**src/rtl/keypad_pkg.sv**
```systemverilog
// Shared types and constants for the 4x4 keypad scanner: FSM states,
// the row/column to hex-code map and single-key detection helpers.
package keypad_pkg;

    localparam int NCOLS = 4;

    typedef enum logic [1:0] {
        SCAN     = 2'd0,
        DEBOUNCE = 2'd1,
        HOLD     = 2'd2,
        RELEASE  = 2'd3
    } scan_state_t;

    // Indexed [row][col]; row 0 is the top row of the keypad.
    localparam logic [3:0] KEY_MAP [0:3][0:3] = '{
        '{4'h1, 4'h2, 4'h3, 4'hA},
        '{4'h4, 4'h5, 4'h6, 4'hB},
        '{4'h7, 4'h8, 4'h9, 4'hC},
        '{4'hE, 4'h0, 4'hF, 4'hD}
    };

    function automatic logic single_low(input logic [3:0] r);
        return ($countones(~r) == 1);
    endfunction

    function automatic logic [1:0] low_index(input logic [3:0] r);
        logic [1:0] idx;
        idx = 2'd0;
        for (int i = 0; i < 4; i++) begin
            if (!r[i]) idx = 2'(i);
        end
        return idx;
    endfunction

endpackage

```
**src/rtl/sync2.sv**
```systemverilog
// Two-flop synchronizer for asynchronous level inputs, with a
// configurable reset value so idle lines come up inactive.
module sync2 #(
    parameter int           W       = 1,
    parameter logic [W-1:0] RST_VAL = '0
) (
    input  logic         clk,
    input  logic         reset,
    input  logic [W-1:0] d,
    output logic [W-1:0] q
);

    logic [W-1:0] meta_q;
    logic [W-1:0] sync_q;

    always_ff @(posedge clk) begin
        if (reset) begin
            meta_q <= RST_VAL;
            sync_q <= RST_VAL;
        end else begin
            meta_q <= d;
            sync_q <= meta_q;
        end
    end

    assign q = sync_q;

endmodule

```
**src/rtl/keypad_scanner.sv**
```systemverilog
// 4x4 matrix keypad scanner: walks an active-low column, debounces a
// single pressed row, reports the key once and tracks hold/release.
module keypad_scanner
    import keypad_pkg::*;
#(
    parameter int DEBOUNCE_TICKS = 4
) (
    input  logic       clk,
    input  logic       reset,
    input  logic       scan_tick,
    input  logic [3:0] rows,
    output logic [3:0] cols,
    output logic [3:0] key,
    output logic       key_valid,
    output logic       key_held
);

    localparam logic [7:0] CNT_LAST = 8'(DEBOUNCE_TICKS - 1);

    logic [3:0]  rs;
    scan_state_t state_q, state_d;
    logic [1:0]  col_q, col_d;
    logic [1:0]  row_q, row_d;
    logic [7:0]  cnt_q, cnt_d;
    logic [3:0]  key_q, key_d;
    logic        kv_q, kv_d;
    logic        row_low;

    sync2 #(.W(4), .RST_VAL(4'hF)) u_sync (
        .clk   (clk),
        .reset (reset),
        .d     (rows),
        .q     (rs)
    );

    // Once a row is captured only that row line matters; others are ignored.
    assign row_low = !rs[row_q];

    always_comb begin
        state_d = state_q;
        col_d   = col_q;
        row_d   = row_q;
        cnt_d   = cnt_q;
        key_d   = key_q;
        kv_d    = 1'b0;
        if (scan_tick) begin
            unique case (state_q)
                SCAN: begin
                    if (single_low(rs)) begin
                        row_d   = low_index(rs);
                        cnt_d   = '0;
                        state_d = DEBOUNCE;
                    end else begin
                        col_d = col_q + 2'd1;
                    end
                end
                DEBOUNCE: begin
                    if (row_low && cnt_q == CNT_LAST) begin
                        key_d   = KEY_MAP[row_q][col_q];
                        kv_d    = 1'b1;
                        state_d = HOLD;
                    end else if (row_low) begin
                        cnt_d = cnt_q + 8'd1;
                    end else begin
                        col_d   = col_q + 2'd1;
                        state_d = SCAN;
                    end
                end
                HOLD: begin
                    if (!row_low) begin
                        cnt_d   = '0;
                        state_d = RELEASE;
                    end
                end
                RELEASE: begin
                    if (!row_low && cnt_q == CNT_LAST) begin
                        col_d   = col_q + 2'd1;
                        state_d = SCAN;
                    end else if (!row_low) begin
                        cnt_d = cnt_q + 8'd1;
                    end else begin
                        state_d = HOLD;
                    end
                end
                default: state_d = SCAN;
            endcase
        end
    end

    always_ff @(posedge clk) begin
        if (reset) begin
            state_q <= SCAN;
            col_q   <= '0;
            row_q   <= '0;
            cnt_q   <= '0;
            key_q   <= '0;
            kv_q    <= 1'b0;
        end else begin
            state_q <= state_d;
            col_q   <= col_d;
            row_q   <= row_d;
            cnt_q   <= cnt_d;
            key_q   <= key_d;
            kv_q    <= kv_d;
        end
    end

    assign cols      = ~(4'b0001 << col_q);
    assign key       = key_q;
    assign key_valid = kv_q;
    assign key_held  = (state_q == HOLD) || (state_q == RELEASE);

endmodule

```
**config.mk**
```make
export PLATFORM = sky130hd
export DESIGN_NAME = keypad_scanner
export DESIGN_NICKNAME = d
export VERILOG_FILES = /design/src/rtl/keypad_pkg.sv /design/src/rtl/sync2.sv /design/src/rtl/keypad_scanner.sv
export SDC_FILE = /design/constraint.sdc
export NUM_CORES = 1
export LEC_CHECK = 0
export BUFFER_PORTS_ARGS = -buffer_cell sky130_fd_sc_hd__buf_4
export CAP_MARGIN = 15
export CORE_MARGIN = 2
export CORE_UTILIZATION = 45
export CTS_CLUSTER_DIAMETER = 60
export CTS_CLUSTER_SIZE = 12
export DETAILED_ROUTE_END_ITERATION = 7
export PLACE_DENSITY = 0.66
export SLEW_MARGIN = 20
export SYNTH_ARGS = -nofsm -noshare
export SYNTH_HDL_FRONTEND = slang
export SYNTH_SLANG_ARGS = --single-unit
export TNS_END_PERCENT = 100
```
**constraint.sdc**
```tcl
create_clock -name clk -period 2.56 [get_ports clk]
set_clock_uncertainty 0.05 [all_clocks]
set_input_delay 0.128 -clock clk [delete_from_list [all_inputs] [get_ports clk]]
set_output_delay 0.128 -clock clk [all_outputs]
set_load 0.1 [all_outputs]
```
; After elaboration in Yosys (flattened, before gate mapping)
; Index checks and enable logic that the tools add are counted.
[totals]
out_inout_bits = 10
register_bits = 27
wordCells = 82
inputBits = 7
[classes]
n_lt_le_gt_ge = 3
n_shift = 1
mux = 31
bitwise_logic = 6
eq_ne = 16
reduce_logical = 12
n_addsub = 5
[ops]
columns = op, n
row1 = $mux 8, 6
row2 = $bmux 16 s2, 1
row3 = $mux 16, 2
row4 = $pmux 8 s4, 1
row5 = $mux 2, 12
row6 = $ne 2x2->1 const B, 9
row7 = $add 8x1->8 const B, 1
row8 = $bmux 4 s2, 1
row9 = $eq 8x2->1 const B, 1
row10 = $mux 4, 2
row11 = $not 4->4, 2
row12 = $pmux 2 s4, 1
row13 = $reduce_and 7->1, 1
row14 = $ge 3x3->1 const B, 2
row15 = $ne 3x3->1 const B, 2
row16 = $not 2->3, 2
row17 = $pmux 2 s3, 1
row18 = $reduce_and 3->1, 2
row19 = $reduce_and 6->1, 1
row20 = $reduce_and 5->1, 1
row21 = $add 1x1->2, 2
row22 = $eq 2x2->1 const B, 2
row23 = $shl 1x2->4 const A, 1
row24 = $add 2x2->3, 1
row25 = 13 further kinds, 17

; Depth between registers and ports, before layout
[logic_depth]
depth_word = 7
mapped_depth = 8
ltp_nobuf = 8

; Hierarchy
; Synthesis repeated with hierarchy kept, for this count alone.
[unflattened]
hier_cells = 182
area_unflattened_um2 = 1540.2
[modules_own_cells]
columns = module, instances, area_each_um2, seq_area_each_um2, cells_each
row1 = keypad_scanner, 1, 1330.0, 380.4, 166
row2 = sync2, 1, 210.2, 160.2, 16

; Worst setup path before layout
; Ideal clock, no wire load.
[synth_path]
kind = register to register
start = register u_sync.sync_q[0] (netlist: u_sync.q[0])
end = register col_q[0]
setup_time_ps = 121
path_stages_with_launch = 9
arrival_ps = 2424
period_less_slack_ps = 2595
t_required_ps = 2389
path_buffers = 0
slack_ps = -35
path_cell_list = dfxtp_1 fa_1 inv_1 ha_1 ha_1 or3b_2 a31oi_1 a311oi_4 mux2_4
[synth_via]
elab_chain_cells = 6
elab_cells_between_ends = 14
cone_classes = 2 x add/sub / 5 x eq/ne / 2 x mux / 1 x bitwise / 4 x reduce/logical
[synth_rtl]
columns = item, line
row1 = "start, declared", sync2.sv:14  ; logic [W-1:0] sync_q;
row2 = "start signal, assigned", sync2.sv:22  ; sync_q <= meta_q;
row3 = $not 4->4 / $bmux 1 s2 (equally long branches), "keypad_pkg.sv:23, keypad_scanner.sv:37"
row4 = $add 1x1->2 (implied by the code) / $mux 1 (equally long branches), "keypad_pkg.sv:23, keypad_scanner.sv:37"
row5 = $add 2x2->3 (implied by the code) / $logic_not 1->1 (equally long branches), "keypad_pkg.sv:23, keypad_scanner.sv:37"
row6 = $eq 3x1->1 / $logic_and 1x1->1 (equally long branches), "keypad_pkg.sv:23, keypad_scanner.sv:58"
row7 = $ne 2x2->1 (no line), --
row8 = $reduce_and 6->1 (no line) (*), --
row9 = "end signal, assigned", keypad_scanner.sv:100  ; col_q <= col_d;
row10 = "end, declared", keypad_scanner.sv:22  ; logic [1:0] col_q, col_d;
; Every way passes the cells marked *; elsewhere a longest branch is shown, timed or not. The select of a mux whose other input is x is not followed.
; A chain may end at the register's enable or synchronous reset.

; Worst setup path after layout
; Ends and elaborated chain as after synthesis.

==> run_results.csv <==
group,metric,value,unit
critical_path,path_class,"flip-flop to flip-flop",
min_path,min_path_type,"input pin to flip-flop",
yosys,seq_area_frac_synth,34.5,%
yosys,synthDistinctLibCells,48,
critical_path,regToRegStartpoint,"u_sync.q[0]",
yosys,avgSynthCellArea,9.32,µm²
clock_network,cts_max_level,1,
yosys,synthFlopType,"dfxtp_1",
route,drtAntennaViolNets,0,
power_and_ir_drop,peakVddDrop,0.205,mV
die,dieArea,3970,µm²
route,num_vias,1265,
yosys,yosysTopAreaCellShare,34.5,%
grt,grt_antenna_before_repair,0,
route,drtPass1Iterations,4,
power_and_ir_drop,combPwrFrac,25.5,%
critical_path,worstSetupStartpoint,"u_sync.q[0]",
critical_path,path_cells,"fa_1 > inv_1 > ha_2 > ha_4 > or3b_4 > a31oi_4 > a311oi_4 > mux2_4",
clock_network,clkSinkCount,27,
die,start_util,46.9,%
sta,final_max_slew_viol_count,0,
clock_network,cts.clk_slew.worst_paths,160,ps
die,io_pins,17,
sta,slew_headroom,66.6,%
finish,fin_nets,199,
yosys,synth_fa_ha_area_share,6.87,%
power_and_ir_drop,p_leak,0.000739,µW
sta,max_freq,0.402,GHz
yosys,synth_compound_area_share,18.8,%
finish,multi_input_area,971,µm²
placement,dp.final_hpwl,2.28,mm
yosys,syn-cell-area,1570,µm²
clock_network,cts_root_buffer,"clkbuf_4",
yosys,synthSimpleGateAreaFrac,26.5,%
clock_network,clock_path_buffers,2,
yosys,synth.largest_area_cell,"dfxtp_1",
power_and_ir_drop,p_int,588,µW
clock_network,cts-buffers-inserted,3,
route,drc,0,
yosys,synth_warnings,0,
critical_path,worstPathMaxFanout,2,
critical_path,r2r-end,"col_q[0]",
grt,grt_pass1_wl,5.41,mm
critical_path,ff2ff_path_depth,8,
grt,grt.total_usage,16.3,%
finish,finalNonFillerCells,229,
yosys,ys_ff_latch,27,
critical_path,critPathCapture,"col_q[0]",
yosys,synthMuxAreaShare,5.60,%
power_and_ir_drop,p_sw_share,33.9,%
finish,fillCellCount,325,
die,placeableCoreArea,3340,µm²
critical_path,worstSetupStartpointType,"flip-flop",
critical_path,critPathArrivalTime,2670,ps
placement,dpl.cell_count,221,
yosys,syn-num-nets,183,
grt,overflow,0,
die,die_height,63.0,µm
finish,diodes,0,
finish,regArea,542,µm²
yosys,synth_top_family_by_area,"simple AND/OR/NAND/NOR gates",
yosys,synth_edf_count,0,
sta,rsz0062_at_grt,"no",
yosys,async_reset_ff_share,0,%
route,drt_iter0_drc,59,
route,wl,3.13,mm
grt,grt_max_degree,27,
die,std_cell_rows,21,
critical_path,slowest_stage,"fa_1",
yosys,synthTopCellsByCount,"27 x dfxtp_1, 10 x inv_1, 9 x or2_2, 8 x clkbuf_1",
clock_network,cts_setup_buffers,0,
yosys,syn-instance-count,168,
sta,hold_ws,85.3,ps
die,die_x,63.0,µm
yosys,yosysMostFrequentCell,"dfxtp_1",
critical_path,crit_buf_inv,1,
finish,drive_gt1_share,24.6,%
power_and_ir_drop,totalPowerFinal,890,µW
yosys,synth-xor-area-share,1.68,%
finish,final_core_util,54.2,%
sta,min_period,2490,ps
clock_network,cts_tree,"built",
placement,io_buffers,16,
critical_path,cp_top_family,"adder cells",
yosys,synth_area_leaders,"dfxtp_1 35%, ha_1 5.6%, or2_2 3.6%",
sta,period_share,97.3,%
sta,report.final.hold_viol_count,0,
sta,setup_viol,0,
power_and_ir_drop,p_clk_share,21.7,%
grt,first_global_vias,1230,
critical_path,cp_slowest_stage_delay,530,ps
clock_network,clock_latency,330,ps
power_and_ir_drop,seqPwrFrac,52.8,%
critical_path,r2r_slack,70,ps
route,wire_per_inst,13.7,µm
run,max_cap_viol_count,0,
placement,place_area,1720,µm²
critical_path,required,2740,ps
sta,worst_pin_slew,499,ps
placement,gp_congestion,0.853,
critical_path,cp-end-kind,"flip-flop",
run_status,status,"finished clean",
power_and_ir_drop,switchingPower,302,µW
power_and_ir_drop,power.density,492,nW/µm²
finish,postLayoutCellArea,1810,µm²
route,viasPerCell,5.52,
finish,syn_to_final_growth,15.6,%
critical_path,cp.depth,8,
[power groups by stage]
| stage | combinational (µW) | clock [µW] | sequential [µW] |
|---|---|---|---|
| 2_1_floorplan | 198 | 0 | 459 |
| 6_report | 227 | 193 | 470 |
| 4_1_cts | 226 | 202 | 471 |
| 3_5_place_dp | 220 | 0 | 480 |
| 3_3_place_gp | 215 | 0 | 478 |
| 5_1_grt | 247 | 222 | 476 |
[worst min-delay path by stage]
stage	startpoint	to	slack [ps]	cells after the start
2_1_floorplan	rows[0]	u_sync.meta_q[0]	180	1
3_3_place_gp	rows[3]	u_sync.meta_q[3]	260	2
3_5_place_dp	rows[3]	u_sync.meta_q[3]	270	2
4_1_cts	reset	state_q[0]	70	2
5_1_grt	reset	row_q[1]	80	2
6_report	reset	key[2]	90	2
[layout by cell type, fill, tap and decap left out, types with 4 or more instances in the layout]
| cell | instances |
|---|---|
| nor4_1 | 6 |
| a211o_1 | 6 |
| ha_1 | 5 |
| a31oi_1 | 4 |
| dlygate4sd3_1 | 4 |
| nor2_1 | 7 |
| nand2b_1 | 7 |
| nand3_1 | 5 |
| buf_4 | 17 |
| mux2i_1 | 5 |
| o21ai_0 | 6 |
| a21oi_1 | 4 |
| nand2_1 | 4 |
| or2_2 | 9 |
| inv_1 | 10 |
| dfxtp_1 | 26 |
[metrics by stage]
stage	TNS, ps	worst slack, ps
global placement	0	54.9
floorplan	0	92.2
global route	0	15.0
detailed placement	-40.8	-33.9
finish	0	70.3
CTS	0	9.21
[kinds of logic after synthesis]
family,after synthesis
adders and majority gates,8
AOI/OAI and AO/OA,38
muxes,7
and+or+nand+nor,64
DFF,27
xor gates and xnor gates,3
buffers and inverters,21
[worst register-to-register path: cells and delay by family, from the launching register on]
| family | cells | cell delay, ps |
|---|---|---|
| buffers and inverters | 1 | 50 |
| muxes | 1 | 320 |
| DFF | 1 | 360 |
| AOI/OAI and AO/OA | 2 | 280 |
| and+or+nand+nor | 1 | 410 |
| adders and majority gates | 3 | 940 |
[area by class of cell]
type | instances | share of cell area (%)
Multi-Input combinational cell | 120 | 53.7
Sequential cell | 27 | 29.9
Timing Repair Buffer | 21 | 9.27
Tap cell | 46 | 3.18
Inverter | 11 | 2.28
Clock buffer | 3 | 1.24
Clock inverter | 1 | 0.415
[sequential cells by signal, indices dropped and copies added, names as in the netlist]
register,cells
cnt_q,8
key,4
u_sync.meta_q,4
u_sync.q,4
col_q,2
row_q,2
state_q,2
key_valid,1
[per-layer routing]
metal  up-vias  share of wire, %  global-route usage, %
met5         -                 0                      0
met3         4               2.7                   2.16
li1        640                 -                      -
met2        21                52                   29.8
met1       600                45                   20.2
met4         0              0.86                   3.33
[repair_timing]
item | CTS | global route
endpoints found under the hold margin | 4 | 0
gates resized for setup | 2 | 3
setup endpoints to repair | 6 | 7
hold buffers | 4 | 0
pin swaps | 1 | 1
(Power assumes the default switching activity.)
